### config.mk
export PLATFORM = sky130hd
export DESIGN_NAME = hx711_emu
export DESIGN_NICKNAME = d
export VERILOG_FILES = /design/src/rtl/hx711_emu.sv
export SDC_FILE = /design/constraint.sdc
export NUM_CORES = 1
export LEC_CHECK = 0
export CORE_MARGIN = 8
export CORE_UTILIZATION = 53
export DETAILED_ROUTE_END_ITERATION = 10
export PLACE_DENSITY = 0.76
export SLEW_MARGIN = 20
export SYNTH_ARGS = -nofsm -noshare
export SYNTH_HDL_FRONTEND = slang
export SYNTH_SLANG_ARGS = --single-unit
### constraint.sdc
create_clock -name clk_50 -period 3.94 [get_ports clk_50]
set_input_delay 1.182 -clock clk_50 [delete_from_list [all_inputs] [get_ports clk_50]]
set_output_delay 1.182 -clock clk_50 [all_outputs]
set_load 0.01 [all_outputs]
### src/rtl/hx711_emu.sv
// HX711 load-cell ADC emulator: device side of the PD_SCK/DOUT link, serving 24-bit
// samples from an internal source with data-ready, gain select by pulse count and power-down.
module hx711_emu #(
  parameter int DATA_W      = 24,
  parameter int CONV_CYCLES = 5_000_000,
  parameter int PD_TIMEOUT  = 3000,
  parameter int TAIL_GAP    = 256
) (
  input  logic              clk_50,
  input  logic              rst,
  input  logic              pd_sck,
  output logic              dout,
  input  logic [DATA_W-1:0] sample_data,
  input  logic              sample_valid,
  output logic              sample_ready,
  output logic [1:0]        gain_sel,
  output logic              conv_done,
  output logic              pwr_down,
  output logic [2:0]        dbg_state
);

  localparam int CW    = $clog2(CONV_CYCLES + 1);
  localparam int TW    = $clog2(PD_TIMEOUT + 1);
  localparam int GW    = $clog2(TAIL_GAP + 1);
  localparam int CNT_W = $clog2(DATA_W + 4);

  localparam logic [CW-1:0]    CONV_LAST = CW'(CONV_CYCLES - 1);
  localparam logic [TW-1:0]    PD_LAST   = TW'(PD_TIMEOUT - 1);
  localparam logic [TW-1:0]    PD_SAT    = TW'(PD_TIMEOUT);
  localparam logic [GW-1:0]    GAP_LAST  = GW'(TAIL_GAP - 1);
  localparam logic [GW-1:0]    GAP_SAT   = GW'(TAIL_GAP);
  localparam logic [CNT_W-1:0] CNT_DATA  = CNT_W'(DATA_W);
  localparam logic [CNT_W-1:0] CNT_BASE  = CNT_W'(DATA_W + 1);
  localparam logic [CNT_W-1:0] CNT_MAX   = CNT_W'(DATA_W + 3);

  typedef enum logic [2:0] {
    S_CONV  = 3'd0,
    S_WAIT  = 3'd1,
    S_READY = 3'd2,
    S_SHIFT = 3'd3,
    S_TAIL  = 3'd4,
    S_PDOWN = 3'd5
  } state_t;

  state_t            state, state_n;
  logic              sck_m, sck_s, sck_q;
  logic              sck_rise, sck_fall;
  logic [TW-1:0]     hi_cnt;
  logic [GW-1:0]     lo_cnt;
  logic              pd_hit, gap_hit;
  logic              hold_full;
  logic [DATA_W-1:0] hold_data;
  logic              hold_take;
  logic [DATA_W-1:0] shift_q, shift_n;
  logic [CNT_W-1:0]  cnt, cnt_n;
  logic [CNT_W-1:0]  gain_diff;
  logic [CW-1:0]     conv_cnt, conv_cnt_n;
  logic              dout_n, conv_done_n;
  logic [1:0]        gain_n;

  // Two-flop synchronizer plus one delay stage; dout therefore moves on the third
  // clk_50 edge after pd_sck rises at the pin.
  always_ff @(posedge clk_50 or posedge rst) begin
    if (rst) begin
      sck_m <= 1'b0;
      sck_s <= 1'b0;
      sck_q <= 1'b0;
    end else begin
      sck_m <= pd_sck;
      sck_s <= sck_m;
      sck_q <= sck_s;
    end
  end

  assign sck_rise = sck_s & ~sck_q;
  assign sck_fall = ~sck_s & sck_q;

  // High-time and low-time counters saturate so long idle periods stay stable.
  always_ff @(posedge clk_50 or posedge rst) begin
    if (rst) begin
      hi_cnt <= '0;
      lo_cnt <= '0;
    end else begin
      if (!sck_s)                hi_cnt <= '0;
      else if (hi_cnt != PD_SAT) hi_cnt <= hi_cnt + 1'b1;
      if (sck_s)                 lo_cnt <= '0;
      else if (lo_cnt != GAP_SAT) lo_cnt <= lo_cnt + 1'b1;
    end
  end

  assign pd_hit  = sck_s && (hi_cnt == PD_LAST);
  assign gap_hit = !sck_s && (lo_cnt >= GAP_LAST);

  // Sample handshake: a word moves into the holding register on a cycle where
  // sample_valid and sample_ready are both high; sample_ready is simply "holding empty",
  // and the register empties only when its word is copied into the shift register.
  always_ff @(posedge clk_50 or posedge rst) begin
    if (rst) begin
      hold_full <= 1'b0;
      hold_data <= '0;
    end else if (hold_take) begin
      hold_full <= 1'b0;
    end else if (sample_valid && !hold_full) begin
      hold_full <= 1'b1;
      hold_data <= sample_data;
    end
  end

  assign sample_ready = ~hold_full;
  assign gain_diff    = cnt - CNT_BASE;

  always_comb begin
    state_n     = state;
    dout_n      = dout;
    shift_n     = shift_q;
    cnt_n       = cnt;
    conv_cnt_n  = conv_cnt;
    gain_n      = gain_sel;
    conv_done_n = 1'b0;
    hold_take   = 1'b0;
    case (state)
      S_CONV: begin
        dout_n = 1'b1;
        if (conv_cnt == CONV_LAST) begin
          conv_cnt_n = '0;
          state_n    = S_WAIT;
        end else begin
          conv_cnt_n = conv_cnt + 1'b1;
        end
      end
      S_WAIT: begin
        dout_n = 1'b1;
        if (hold_full) begin
          shift_n     = hold_data;
          hold_take   = 1'b1;
          conv_done_n = 1'b1;
          dout_n      = 1'b0;
          state_n     = S_READY;
        end
      end
      S_READY: begin
        dout_n = 1'b0;
        if (sck_rise) begin
          dout_n  = shift_q[DATA_W-1];
          shift_n = {shift_q[DATA_W-2:0], 1'b0};
          cnt_n   = CNT_W'(1);
          state_n = S_SHIFT;
        end
      end
      S_SHIFT: begin
        if (sck_rise) begin
          cnt_n = cnt + 1'b1;
          if (cnt < CNT_DATA) begin
            dout_n  = shift_q[DATA_W-1];
            shift_n = {shift_q[DATA_W-2:0], 1'b0};
          end else begin
            dout_n  = 1'b1;
            state_n = S_TAIL;
          end
        end
      end
      S_TAIL: begin
        dout_n = 1'b1;
        if (cnt == CNT_MAX || gap_hit) begin
          gain_n     = gain_diff[1:0];
          cnt_n      = '0;
          conv_cnt_n = '0;
          state_n    = S_CONV;
        end else if (sck_rise) begin
          cnt_n = cnt + 1'b1;
        end
      end
      S_PDOWN: begin
        dout_n = 1'b1;
        if (sck_fall) begin
          gain_n     = 2'd0;
          cnt_n      = '0;
          conv_cnt_n = '0;
          state_n    = S_CONV;
        end
      end
      default: begin
        dout_n  = 1'b1;
        state_n = S_CONV;
      end
    endcase
    // Power-down wins over any readout in progress; the holding register survives.
    if (pd_hit && state != S_PDOWN) begin
      state_n     = S_PDOWN;
      dout_n      = 1'b1;
      shift_n     = '0;
      cnt_n       = '0;
      conv_done_n = 1'b0;
      hold_take   = 1'b0;
    end
  end

  always_ff @(posedge clk_50 or posedge rst) begin
    if (rst) begin
      state     <= S_CONV;
      dout      <= 1'b1;
      shift_q   <= '0;
      cnt       <= '0;
      conv_cnt  <= '0;
      gain_sel  <= 2'd0;
      conv_done <= 1'b0;
    end else begin
      state     <= state_n;
      dout      <= dout_n;
      shift_q   <= shift_n;
      cnt       <= cnt_n;
      conv_cnt  <= conv_cnt_n;
      gain_sel  <= gain_n;
      conv_done <= conv_done_n;
    end
  end

  assign pwr_down  = (state == S_PDOWN);
  assign dbg_state = state;

endmodule

Word-level counts from Yosys, hierarchy flattened. Cells that the tools add are included.

Add/sub/neg operators: 5. Multiply operators: 0. Divide/modulo/power cells: 0. $lt $le $gt $ge: 2. Equal/unequal tests: 22. Shifts and indexed selects: 0. Muxes and demuxes: 43. Bitwise logic cells: 6. Reductions and logical operators: 20.

Operator list (count): two-way mux 24 bit (5); case mux 24 bit (3 select lines) (1); two-way mux 23 bit (3); case mux 23 bit (3 select lines) (1); two-way mux 5 bit (5); two-way mux 12 bit (2); two-way mux 3 bit (8); != test 3 bit, second input constant (8); adder 23 x 1 -> 23 bit, second input constant (1); equality test 23 bit, second input constant (1); case mux 5 bit (4 select lines) (1); two-way mux 9 bit (2); case mux 3 bit (6 select lines) (1); adder 12 x 1 -> 12 bit, second input constant (1); equality test 12 bit, second input constant (1); != test 12 bit, second input constant (1); two-way mux 1 bit (10); adder 9 x 1 -> 9 bit, second input constant (1); greater-or-equal comparator 9 x 8 -> 1 bit, second input constant (1); != test 9 bit, second input constant (1); AND reduction 3 bit (3); AND reduction 7 bit (1); equality test 3 x 2 -> 1 bit, second input constant (2); equality test 3 bit, second input constant (2); 23 further kinds (35).

Bits in registers: 108. Latch bits: 0. Bits in writable memories: 0. ROM bits: 0. Input port bits: 28. Output and inout bits: 9. Memories kept: 0.

Logic depth before layout (Yosys ltp).
Depth after elaboration: 6. Gate-level depth with buffers: 11. Gate-level depth less buffers: 9.

Worst setup path after synthesis. Ideal clock, no wire load.

Kind: input port to flip-flop. Start: input port sample_valid. End: register hold_data[0]. Arrival time: 2.218 ns. Required time: 3.815 ns. Setup slack: 1.597 ns. Stages: 4. Path buffers: 2. Path through: nor2b_1 -> clkbuf_1 -> clkbuf_1 -> mux2_2.

Word-level cells in the longest chain between the ends: 2.

Ends and longest elaborated chain: start, declared (line 14) `input logic sample_valid,`; logical AND 1 bit (line 103) `end else if (sample_valid && !hold_full) begin`; AND reduction 2 bit (no line); end signal, assigned (line 105) `hold_data <= sample_data;`; end, declared (line 52) `logic [DATA_W-1:0] hold_data;`.

No other way between the ends. A chain may end at the register's enable or synchronous reset.

Final worst setup path.
Start: register state[2] (netlist: dbg_state[2]). End: output port pwr_down.

Word-level cells in the longest chain between the ends: 1.

Ends and longest elaborated chain: start, declared (line 45) `state_t state, state_n;`; start signal, assigned (line 208) `state <= state_n;`; equality test 3 bit (line 218) `assign pwr_down = (state == S_PDOWN);`; end, declared (line 18) `output logic pwr_down,`.

No other way between the ends.

==> impl_metrics.toml <==
[route]
drc = 0
final_antenna_net_count = 0
post_drt_wl_per_cell_um = 15.90
first_iter_violations = 297
via_per_inst = 5.890
vias = 4064
wirelength_mm = 10.97
dr.pass1.iters = 5

[global_routing]
grt_start_max_net_pins = 54
grt_pass1_wl_mm = 19.00
antenna_found_initial = 0
grt_pass1_vias = 4082
grt_util_all_layers = 0.1738
grt_overflow_total = 0

[pwr]
peakVddDrop_mv = 0.3017
p_sw_frac = 0.2338
combinationalPowerShare = 0.062
power_density_nw_per_um2 = 326.0
switching_power_uw = 468.6
p_leak_nw = 2.438
totalPowerFinal_mw = 2.004
p_seq_frac = 0.584
clkPwrFrac = 0.354
power.internal_mw = 1.536

[worst_setup_path]
worstPathArrival_ns = 2.20
cp_cell_sequence = "nand2b_1 > nor2_1 > clkdlybuf4s50_1"
critical_path.top_delay_family = "flip-flops"
criticalPathCategory = "flip-flop to output port"
crit_required_ns = 2.76
path_buf_inv = 1
end_kind = "output port"
slowest_delay_ns = 0.64
slowest_stage = "dfrtp_1"
cp-start-kind = "flip-flop"
crit_fanout = 12

[synthesis]
seq_area_frac_synth = 0.4993
synth.top_cell.area_share = 0.4945
syn-instance-count = 521
yosys_warnings = 0
synth_most_common_cell = "dfrtp_1"
synth_area_sq_um = 5415
yosysTopAreaCell = "dfrtp_1"
synth-edff-count = 0
yosysUniqueCellTypes = 56
synth.area.top_cells = "dfrtp_1 49%, mux2_2 5.0%, mux2i_1 4.8%"
ys.flop_type = "dfrtp_1"
ys_top_cells_by_count = "107 x dfrtp_1, 49 x nor2_1, 26 x mux2i_1"
avgSynthCellArea_sq_um = 10.39
synthArstFlopShare = 1.000
synth_nets = 556
ys_seq_elements = 108

[clock_network]
path_clk_slew_ns = 0.11
clk_latency_ns = 0.38
h-tree-depth = 3
cts_setup_buffers = 0
cts_buffer_depth = 2
cts_hold_buffers = 0
tritoncts = "built"
cts_made_buffers = 9
cts-root-buf = "clkbuf_8"
cts_resized = 0
cts.sinks = 108

[floorplanning]
initial_core_util = 0.5341
ios = 37
dieArea_sq_um = 13710
die_w_um = 117.1
coreArea_sq_um = 10140
die_y_um = 117.1
rows = 37

[timing]
fin_crit_sh = 0.8596
fin_setup_tns_ns = 0
hold_viol_final = 0
skew_ns = 0.01639
finalSetupViolCount = 0
finalCriticalPeriod_ns = 3.387
worstMarginPinSlew_ns = 1.027
rsz0062_at_grt = "no"
slew_violations = 0
slew_headroom = 0.3156
max_freq_mhz = 295.2

[place]
hpwl_mm = 7.575
routabilityCongestion = 0.8871
portBuffers = 36
dp_cells = 673

[final_layout]
fin_nets = 584
area_growth_pct = 13.52
final_cells = 690
antenna_cells = 0
final_layout_size_suffix_gt1_frac = 0.1101

[job]
maxCapViolations = 0

[min_path]
hp-class = "flip-flop to flip-flop"

[status]
status = "complete, no violations"
-- routing by layer --
metal	vias to the layer above	share of wire	wire length, um	global-route usage
met5	-	0	0	0
met4	0	0.014	150	0.06143
met2	97	0.49	5358	0.2754
met1	1991	0.46	5004	0.2209
li1	1962	-	-	-
met3	14	0.042	456	0.05336
-- worst paths after layout --
kind,from,end,slack [ns],depth (start not counted)
min reg2reg,sck_m,sck_s,0.37,0
max reg2reg,dbg_state[2],conv_cnt[19],1.10,6
max,dbg_state[2],pwr_down,0.55,3
max in group asynchronous,rst,conv_cnt[8],1.89,3
min in group asynchronous,rst,sck_m,1.27,2
min,sck_m,sck_s,0.37,0
-- power by group through the flow --
stage / Sequential [mW] / Combinational (mW) / Clock, mW
after floorplan: 1.18 / 0.0819 / 0
after global placement: 1.19 / 0.123 / 0
after detailed placement: 1.19 / 0.127 / 0
after CTS: 1.17 / 0.128 / 0.739
after global routing: 1.18 / 0.141 / 0.774
final: 1.17 / 0.124 / 0.709
-- layout by cell type (no fill, tap or decap), drive strengths merged, types with 19 or more instances in the layout --
master	netlist	layout
nand3	20	20
clkdlybuf4s50	0	36
mux2i	26	26
a211oi	24	24
inv	20	21
o21ai	19	19
nor2	49	49
nand2	25	25
a21oi	25	25
dfrtp	107	107
mux2	24	24
-- registers in the layout, summed over array words and instances (netlist names) --
register	flops
hold_data	24
cnt	5
shift_q	24
dbg_state	3
sck_m	1
lo_cnt	9
dout	1
sck_s	1
gain_sel	2
conv_cnt	23
hold_full	1
hi_cnt	12
conv_done	1
sck_q	1
-- cell families after synthesis --
kind of cell,Yosys count,synth area share
AO/OA/AOI/OAI,113,0.1400
buffers and inverters,47,0.03720
AND/OR/NAND/NOR,183,0.1883
flip-flops,108,0.4993
adder cells (fa/ha/maj),7,0.01617
multiplexers,50,0.09797
XOR/XNOR,13,0.02103
-- through the flow --
| stage | utilization | instance area (sq um) | hold slack (ns) | setup WS (ns) |
|---|---|---|---|---|
| final | 0.6063 | 6147 | 0.3693 | 0.5530 |
| after global routing | 0.6063 | 6147 | 0.3901 | 0.4047 |
| after CTS | 0.6036 | 6120 | 0.3784 | 0.5435 |
| after detailed placement | 0.5831 | 5912 | 0.3542 | 0.9841 |
| after global placement | 0.5831 | 5912 | 0.3325 | 1.031 |
| after floorplan | - | 5419 | 0.3312 | 1.457 |
-- area by class of cell --
class	count	area (sq um)
well taps	136	170.2
repair buffers	44	452.9
multi-input cells	366	2534
inverters	20	78.83
flip-flops and latches	108	2704
clock inverters	5	66.31
clock buffers	11	141.4
fillers	820	3991
-- worst reg2reg max path, stage by stage, from the launching register on --
cell and delay [ns]:
dfrtp_1 0.64, nor2b_1 0.46, o2111ai_1 0.29, o21ai_2 0.66, buf_4 0.33, nor2_1 0.17, a21oi_1 0.21
No activity file was read; power rests on OpenSTA's default activity.
